<file path="src/rtl/instr_fetch_unit.sv">
// Fetch stage: owns the PC, issues word reads to imem and queues
// returned instructions in a 2-entry buffer for the decode stage.
module instr_fetch_unit #(
  parameter int            DW       = 32,
  parameter logic [DW-1:0] RESET_PC = 32'h0000_0000,
  parameter logic [DW-1:0] NOP      = 32'h0000_0013
) (
  input  logic          clk_i,
  input  logic          rst_i,
  output logic          imem_req_o,
  output logic [DW-1:0] imem_addr_o,
  input  logic          imem_gnt_i,
  input  logic          imem_rvalid_i,
  input  logic [DW-1:0] imem_rdata_i,
  input  logic          stall_i,
  input  logic          redirect_i,
  input  logic [DW-1:0] redirect_pc_i,
  output logic          valid_f_o,
  output logic [DW-1:0] instr_f_o,
  output logic [DW-1:0] pc_f_o,
  output logic [DW-1:0] pc_plus_4_f_o
);

  typedef struct packed {
    logic [DW-1:0] pc;
    logic [DW-1:0] instr;
  } fq_t;

  logic [DW-1:0] pc_q;
  logic [1:0]    out_q;
  logic [1:0]    disc_q;

  fq_t           fq_q [2];
  logic          fq_rd_q;
  logic          fq_wr_q;
  logic [1:0]    fq_cnt_q;

  logic [DW-1:0] tq_q [2];
  logic          tq_rd_q;
  logic          tq_wr_q;

  fq_t           head;
  logic          pop;
  logic          gnt;
  logic          rsp;
  logic          drop;
  logic          push;
  logic [2:0]    used;

  assign head      = fq_q[fq_rd_q];
  assign valid_f_o = (fq_cnt_q != 2'd0) & ~redirect_i;
  assign pop       = valid_f_o & ~stall_i;

  // Credit counts both in-flight requests and buffered words.
  assign used = {1'b0, out_q} + {1'b0, fq_cnt_q}
              - {2'b00, pop};

  assign imem_req_o  = rst_i & ~redirect_i & (used < 3'd2);
  assign imem_addr_o = pc_q;

  assign gnt  = imem_req_o & imem_gnt_i;
  assign rsp  = imem_rvalid_i & (out_q != 2'd0);
  assign drop = rsp & (disc_q != 2'd0);
  assign push = rsp & ~drop & ~redirect_i;

  assign instr_f_o     = valid_f_o ? head.instr : NOP;
  assign pc_f_o        = valid_f_o ? head.pc : '0;
  assign pc_plus_4_f_o = valid_f_o ? head.pc + DW'(4) : '0;

  always_ff @(posedge clk_i or negedge rst_i) begin
    if (!rst_i) begin
      pc_q     <= RESET_PC;
      out_q    <= 2'd0;
      disc_q   <= 2'd0;
      fq_rd_q  <= 1'b0;
      fq_wr_q  <= 1'b0;
      fq_cnt_q <= 2'd0;
      tq_rd_q  <= 1'b0;
      tq_wr_q  <= 1'b0;
    end else begin
      out_q <= out_q + {1'b0, gnt} - {1'b0, rsp};
      if (redirect_i) begin
        pc_q     <= redirect_pc_i;
        // Everything still in flight after this cycle is stale.
        disc_q   <= out_q - {1'b0, rsp};
        fq_rd_q  <= 1'b0;
        fq_wr_q  <= 1'b0;
        fq_cnt_q <= 2'd0;
        tq_rd_q  <= 1'b0;
        tq_wr_q  <= 1'b0;
      end else begin
        if (gnt) begin
          pc_q    <= pc_q + DW'(4);
          tq_wr_q <= ~tq_wr_q;
        end
        if (drop)
          disc_q <= disc_q - 2'd1;
        if (push) begin
          fq_wr_q <= ~fq_wr_q;
          tq_rd_q <= ~tq_rd_q;
        end
        if (pop)
          fq_rd_q <= ~fq_rd_q;
        fq_cnt_q <= fq_cnt_q + {1'b0, push} - {1'b0, pop};
      end
    end
  end

  always_ff @(posedge clk_i) begin
    if (gnt)
      tq_q[tq_wr_q] <= pc_q;
    if (push)
      fq_q[fq_wr_q] <= '{pc: tq_q[tq_rd_q], instr: imem_rdata_i};
  end

endmodule
</file>
<file path="config.mk">
export PLATFORM = sky130hd
export DESIGN_NAME = instr_fetch_unit
export DESIGN_NICKNAME = d
export VERILOG_FILES = /design/src/rtl/instr_fetch_unit.sv
export SDC_FILE = /design/constraint.sdc
export NUM_CORES = 1
export LEC_CHECK = 0
export CORE_MARGIN = 2
export CORE_UTILIZATION = 57
export DETAILED_ROUTE_END_ITERATION = 16
export HOLD_SLACK_MARGIN = 0.1
export PLACE_DENSITY_LB_ADDON = 0.3
export SLEW_MARGIN = 20
export SYNTH_ARGS = -nofsm -noshare
export SYNTH_HDL_FRONTEND = slang
export SYNTH_SLANG_ARGS = --single-unit
</file>
<file path="constraint.sdc">
create_clock -name clk_i -period 8.2 [get_ports clk_i]
set_input_delay 1.64 -clock clk_i [delete_from_list [all_inputs] [get_ports clk_i]]
set_output_delay 1.64 -clock clk_i [all_outputs]
set_load 0.1 [all_outputs]
</file>
Yosys cells after proc, flatten, opt, wreduce, memory -nomap -nowiden
Memories as Yosys holds them, arrays and structs flattened.
Index checks and enable logic that the tools add are counted.
{"block": "classes", "n_reduce_logical": 7, "n_lt_le_gt_ge": 1, "n_addsub": 10, "mux": 20, "n_bitwise": 16}
{"cell": "$mux W32", "n": 5}
{"cell": "$add A32 B3 Y32 const B", "n": 2}
{"cell": "$reduce_bool A2 Y1", "n": 7}
{"cell": "$mux W1", "n": 12}
{"cell": "$and A1 B1 Y1", "n": 9}
{"cell": "$not A1 Y1", "n": 7}
{"cell": "$mux W2", "n": 3}
{"cell": "$sub A2 B1 Y2", "n": 3}
{"cell": "$add A2 B1 Y2", "n": 2}
{"cell": "$add A2 B2 Y3", "n": 1}
{"cell": "$lt A3 B2 Y1 const B", "n": 1}
{"cell": "$sub A3 B1 Y3", "n": 1}
{"cell": "$sub A2 B1 Y2 const B", "n": 1}
{"block": "totals", "output_inout_bits": 130, "memories": 2, "in_bits": 70, "ram_bits": 192, "ff_bits": 42, "elab_cells": 64}
{"name": "fq_q", "words": 2, "word_bits": 64, "rd": 1, "rd_ports_with_merged_regs": 0, "write_ports": 1, "line_no": "33", "text": "fq_t fq_q [2];"}
{"name": "tq_q", "words": 2, "word_bits": 32, "rd": 1, "rd_ports_with_merged_regs": 0, "write_ports": 1, "line_no": "38", "text": "logic [DW-1:0] tq_q [2];"}

Logic depth before layout (Yosys ltp)
{"block": "depth", "ltp_word": 9, "depth_mapped": 15, "depth_no_buf": 14}

Worst setup path after synthesis
Ideal clock, no wire load.
{"block": "synth_timing", "path_type": "input to output", "start": "in redirect_i", "end": "out pc_plus_4_f_o[27]", "path_slack_ns": 1.019, "stages": 6, "path_buffers": 2, "required_ns": 6.560, "arrival_time_ns": 5.541, "cell_sequence": "buf_2 -> or2_0 -> inv_1 -> clkbuf_1 -> nand2_1 -> o31ai_1"}
{"block": "synth_via", "elab_chain_cells": 3}
{"item": "start, declared", "line_no": "16", "text": "input logic redirect_i,"}
{"item": "$not A1 Y1", "line_no": "51", "text": "assign valid_f_o = (fq_cnt_q != 2'd0) & ~redirect_i;"}
{"item": "$and A1 B1 Y1", "line_no": "51"}
{"item": "net valid_f_o", "line_no": "18", "text": "output logic valid_f_o,"}
{"item": "$mux W32", "line_no": "68", "text": "assign pc_plus_4_f_o = valid_f_o ? head.pc + DW'(4) : '0;"}
{"item": "end, declared", "line_no": "21", "text": "output logic [DW-1:0] pc_plus_4_f_o"}
The timed path passes the listed nets, and every way through them passes these cells.

Worst setup path in the final report
{"block": "layout_timing", "start": "reg fq_rd_q", "end": "out pc_plus_4_f_o[25]"}
{"block": "layout_via", "elab_chain_cells": 3}
{"item": "start, declared", "line_no": "34", "text": "logic fq_rd_q;"}
{"item": "start signal, assigned", "line_no": "103", "text": "fq_rd_q <= ~fq_rd_q;"}
{"item": "$mem_v2 Z2 W64"}
{"item": "$add A32 B3 Y32", "line_no": "68"}
{"item": "$mux W32", "line_no": "68"}
Every way passes these cells.

==> flow_summary.ini <==
[status]
status = completed

[setup_path]
startpoint_type = flop
critPathKind = flop to output pin
cp.required_ps = 6560
cp.arrival_ps = 4620
worst_setup_path_end_kind = output pin
worst_r2r_path_depth = 16
worstPathMaxFanout = 58

[grt]
grt_max_degree = 76
grt_pass1_vias = 6991
grt_first_pass_wirelength_um = 36770
grt_overflow = 0
antenna_found_initial = 0
globalRouteTotalUtil_pct = 23.19

[timing]
finalSetupTns_ps = 0
worst-slew-pin-transition_ps = 1024
fmax_mhz = 159.7
fin_crit_ps = 6260
clock_skew_ps = 22.47
finalMaxSlewViolations = 0
rsz0062_at_grt = false
setup_viol = 0
slew_headroom_pct = 31.50
finalHoldViolCount = 0
fin_crit_sh_pct = 76.34
fin_hold_ws_ps = 509.8

[pwr]
power_switching_uw = 1187
combPwrFrac_pct = 27.4
cellPowerDensity_nw_per_um2 = 255.6
p_leak_uw = 0.004575
cell_internal_pwr_uw = 2283
clockPowerShare_pct = 30.2
ir_drop_v = 0.0001601
seq_power_share_pct = 42.4
power.share.switching_pct = 34.22

[cts]
htree_levels = 1
post_cts_buffers = 0
clock_path_buffers = 3
path_clk_slew_ps = 60
cts_tree = done
clkSinkCount = 234
cts_resized = 0
clk_latency_ps = 520
ctsHoldBuffers = 0
numCtsBuffers = 24
cts_root_buffer = clkbuf_16

[finish]
fin_nets = 1082
diodes = 0
area_growth_syn_to_layout_pct = 27.48
final_cell_mix = 196 x clkdlybuf4s50_1, 192 x edfxtp_1, 95 x nor2_1
n_fill_cell = 1152
drive_gt1_share_pct = 11.08
final_common_cell = clkdlybuf4s50_1

[logic_synthesis]
synthArstFlopShare_pct = 17.95
ys_warn_count = 0
postSynthCellCount = 806
seq_area_frac_synth_pct = 64.01
synth_fp_nets = 886
syn_area_um2 = 10650
synth_edf_count = 192
synth.top_cell.area_share_pct = 54.14
synth_top_flop_cell = edfxtp_1
synth_area_leader_cell = edfxtp_1
synthTopCellsByArea = edfxtp_1 54%, dfrtp_1 9.9%, mux2i_1 6.0%
ys_ff_latch = 234
syn_avg_cell_area_um2 = 13.21
synthDistinctLibCells = 70

[placed_design]
portBuffers = 199
routabilityCongestion = 0.8866
place_hpwl_um = 15100

[drt]
vias = 7153
wl_um = 23020
drc_errors = 0
detail_route.vias_per_cell = 5.727
dr.first_iter.drc_count = 510
wl_per_cell_um = 18.43
drtAntennaViolNets = 0
first_pass_iters = 4

[hold_path]
whs_path_depth = 0
hp-class = flop to flop

[floorplanning]
ios = 200
die_w_um = 140.7
start_util_pct = 58.68
die_area_um2 = 19790
core_um2 = 18150
rows = 49
die_h_um = 140.7

[run]
drv_cap = 0
==> power by group through the flow <==
stage | registers (uW) | logic (uW) | clock network (uW)
detailed placement | 1500 | 950 | 0
finish | 1470 | 951 | 1050
global route | 1480 | 1000 | 1110
floorplan | 1600 | 600 | 0
CTS | 1470 | 955 | 1070
global placement | 1490 | 934 | 0
==> critical path, cell delays in order (launching register included) <==
cell and delay (ps):
dfrtp_4 970, nand3_1 240, a22oi_2 510, o2111ai_2 510, nor4b_1 480, mux2_2 220
clkdlybuf4s50_1 1120
==> cells by family (layout without fill, tap and decap cells) <==
| logic type | Yosys count | after routing | share of synthesized area, % |
|---|---|---|---|
| AND/OR/NAND/NOR | 287 | 287 | 13.51 |
| flip-flops | 234 | 234 | 64.01 |
| multiplexers | 108 | 108 | 10.69 |
| AO/OA/AOI/OAI | 90 | 90 | 5.969 |
| buffers and inverters | 53 | 267 | 2.596 |
| XOR/XNOR | 24 | 24 | 1.974 |
| adder cells (fa/ha/maj) | 10 | 10 | 1.245 |
==> state kept, by name, indices dropped and copies added, names as in the netlist <==
register / count
fq_wr_q: 1
imem_addr_o: 32
fq_q: 128
tq_wr_q: 1
fq_rd_q: 1
tq_rd_q: 1
disc_q: 2
tq_q: 64
out_q: 2
fq_cnt_q: 2
==> final timing paths <==
check | start | to | slack (ps)
worst max-delay path | fq_rd_q | pc_plus_4_f_o[25] | 1940
worst min-delay path | imem_addr_o[0] | tq_q[0][0] | 510
worst max register to register | fq_cnt_q[0] | out_q[1] | 4140
worst min register to register | imem_addr_o[0] | tq_q[0][0] | 510
max in group asynchronous | rst_i | fq_rd_q | 6550
min in group asynchronous | rst_i | imem_addr_o[25] | 1210
==> cells in the mapped netlist, types with 8 or more instances <==
cell      instances
and2_1           16
buf_4            10
clkbuf_1         20
dfrtp_1          42
edfxtp_1        192
ha_1              9
inv_1            12
mux2_2           42
mux2i_1          64
nand2_1          66
nand3_1          32
nand4_1          16
nor2_1           98
nor2b_1          11
o211ai_1          8
o21ai_0          31
o311ai_0          8
o31ai_1           9
xnor2_1          14
xor2_1           10
==> stage by stage <==
stage	utilization (%)	cell area (um^2)	total power (uW)	setup WS [ps]	cells
after floorplan	-	10650	2201	1019	806
after global placement	70.53	12800	2423	2298	1205
after detailed placement	70.53	12800	2445	2308	1205
after CTS	74.81	13580	3494	1901	1249
after global routing	74.81	13580	3599	1634	1249
final	74.81	13580	3471	1940	1249
==> per-layer routing <==
metal	vias up	GRT usage [%]	share of wire [%]
met5	-	0	0
li1	3393	-	-
met4	0	5.000	1.5
met3	35	4.789	8.1
met2	289	37.77	46
met1	3436	32.83	45
==> layout make-up <==
type                            instances  area [um^2]  share of cell area (%)
Sequential cell                       234         6820                   50.24
Multi-Input combinational cell        519         3582                   26.39
Timing Repair Buffer                  210         2062                   15.19
Clock buffer                           33        674.4                   4.968
Tap cell                              229        286.5                   2.111
Clock inverter                         11        101.3                  0.7465
Inverter                               13        48.80                  0.3594
(Power assumes the default switching activity.)
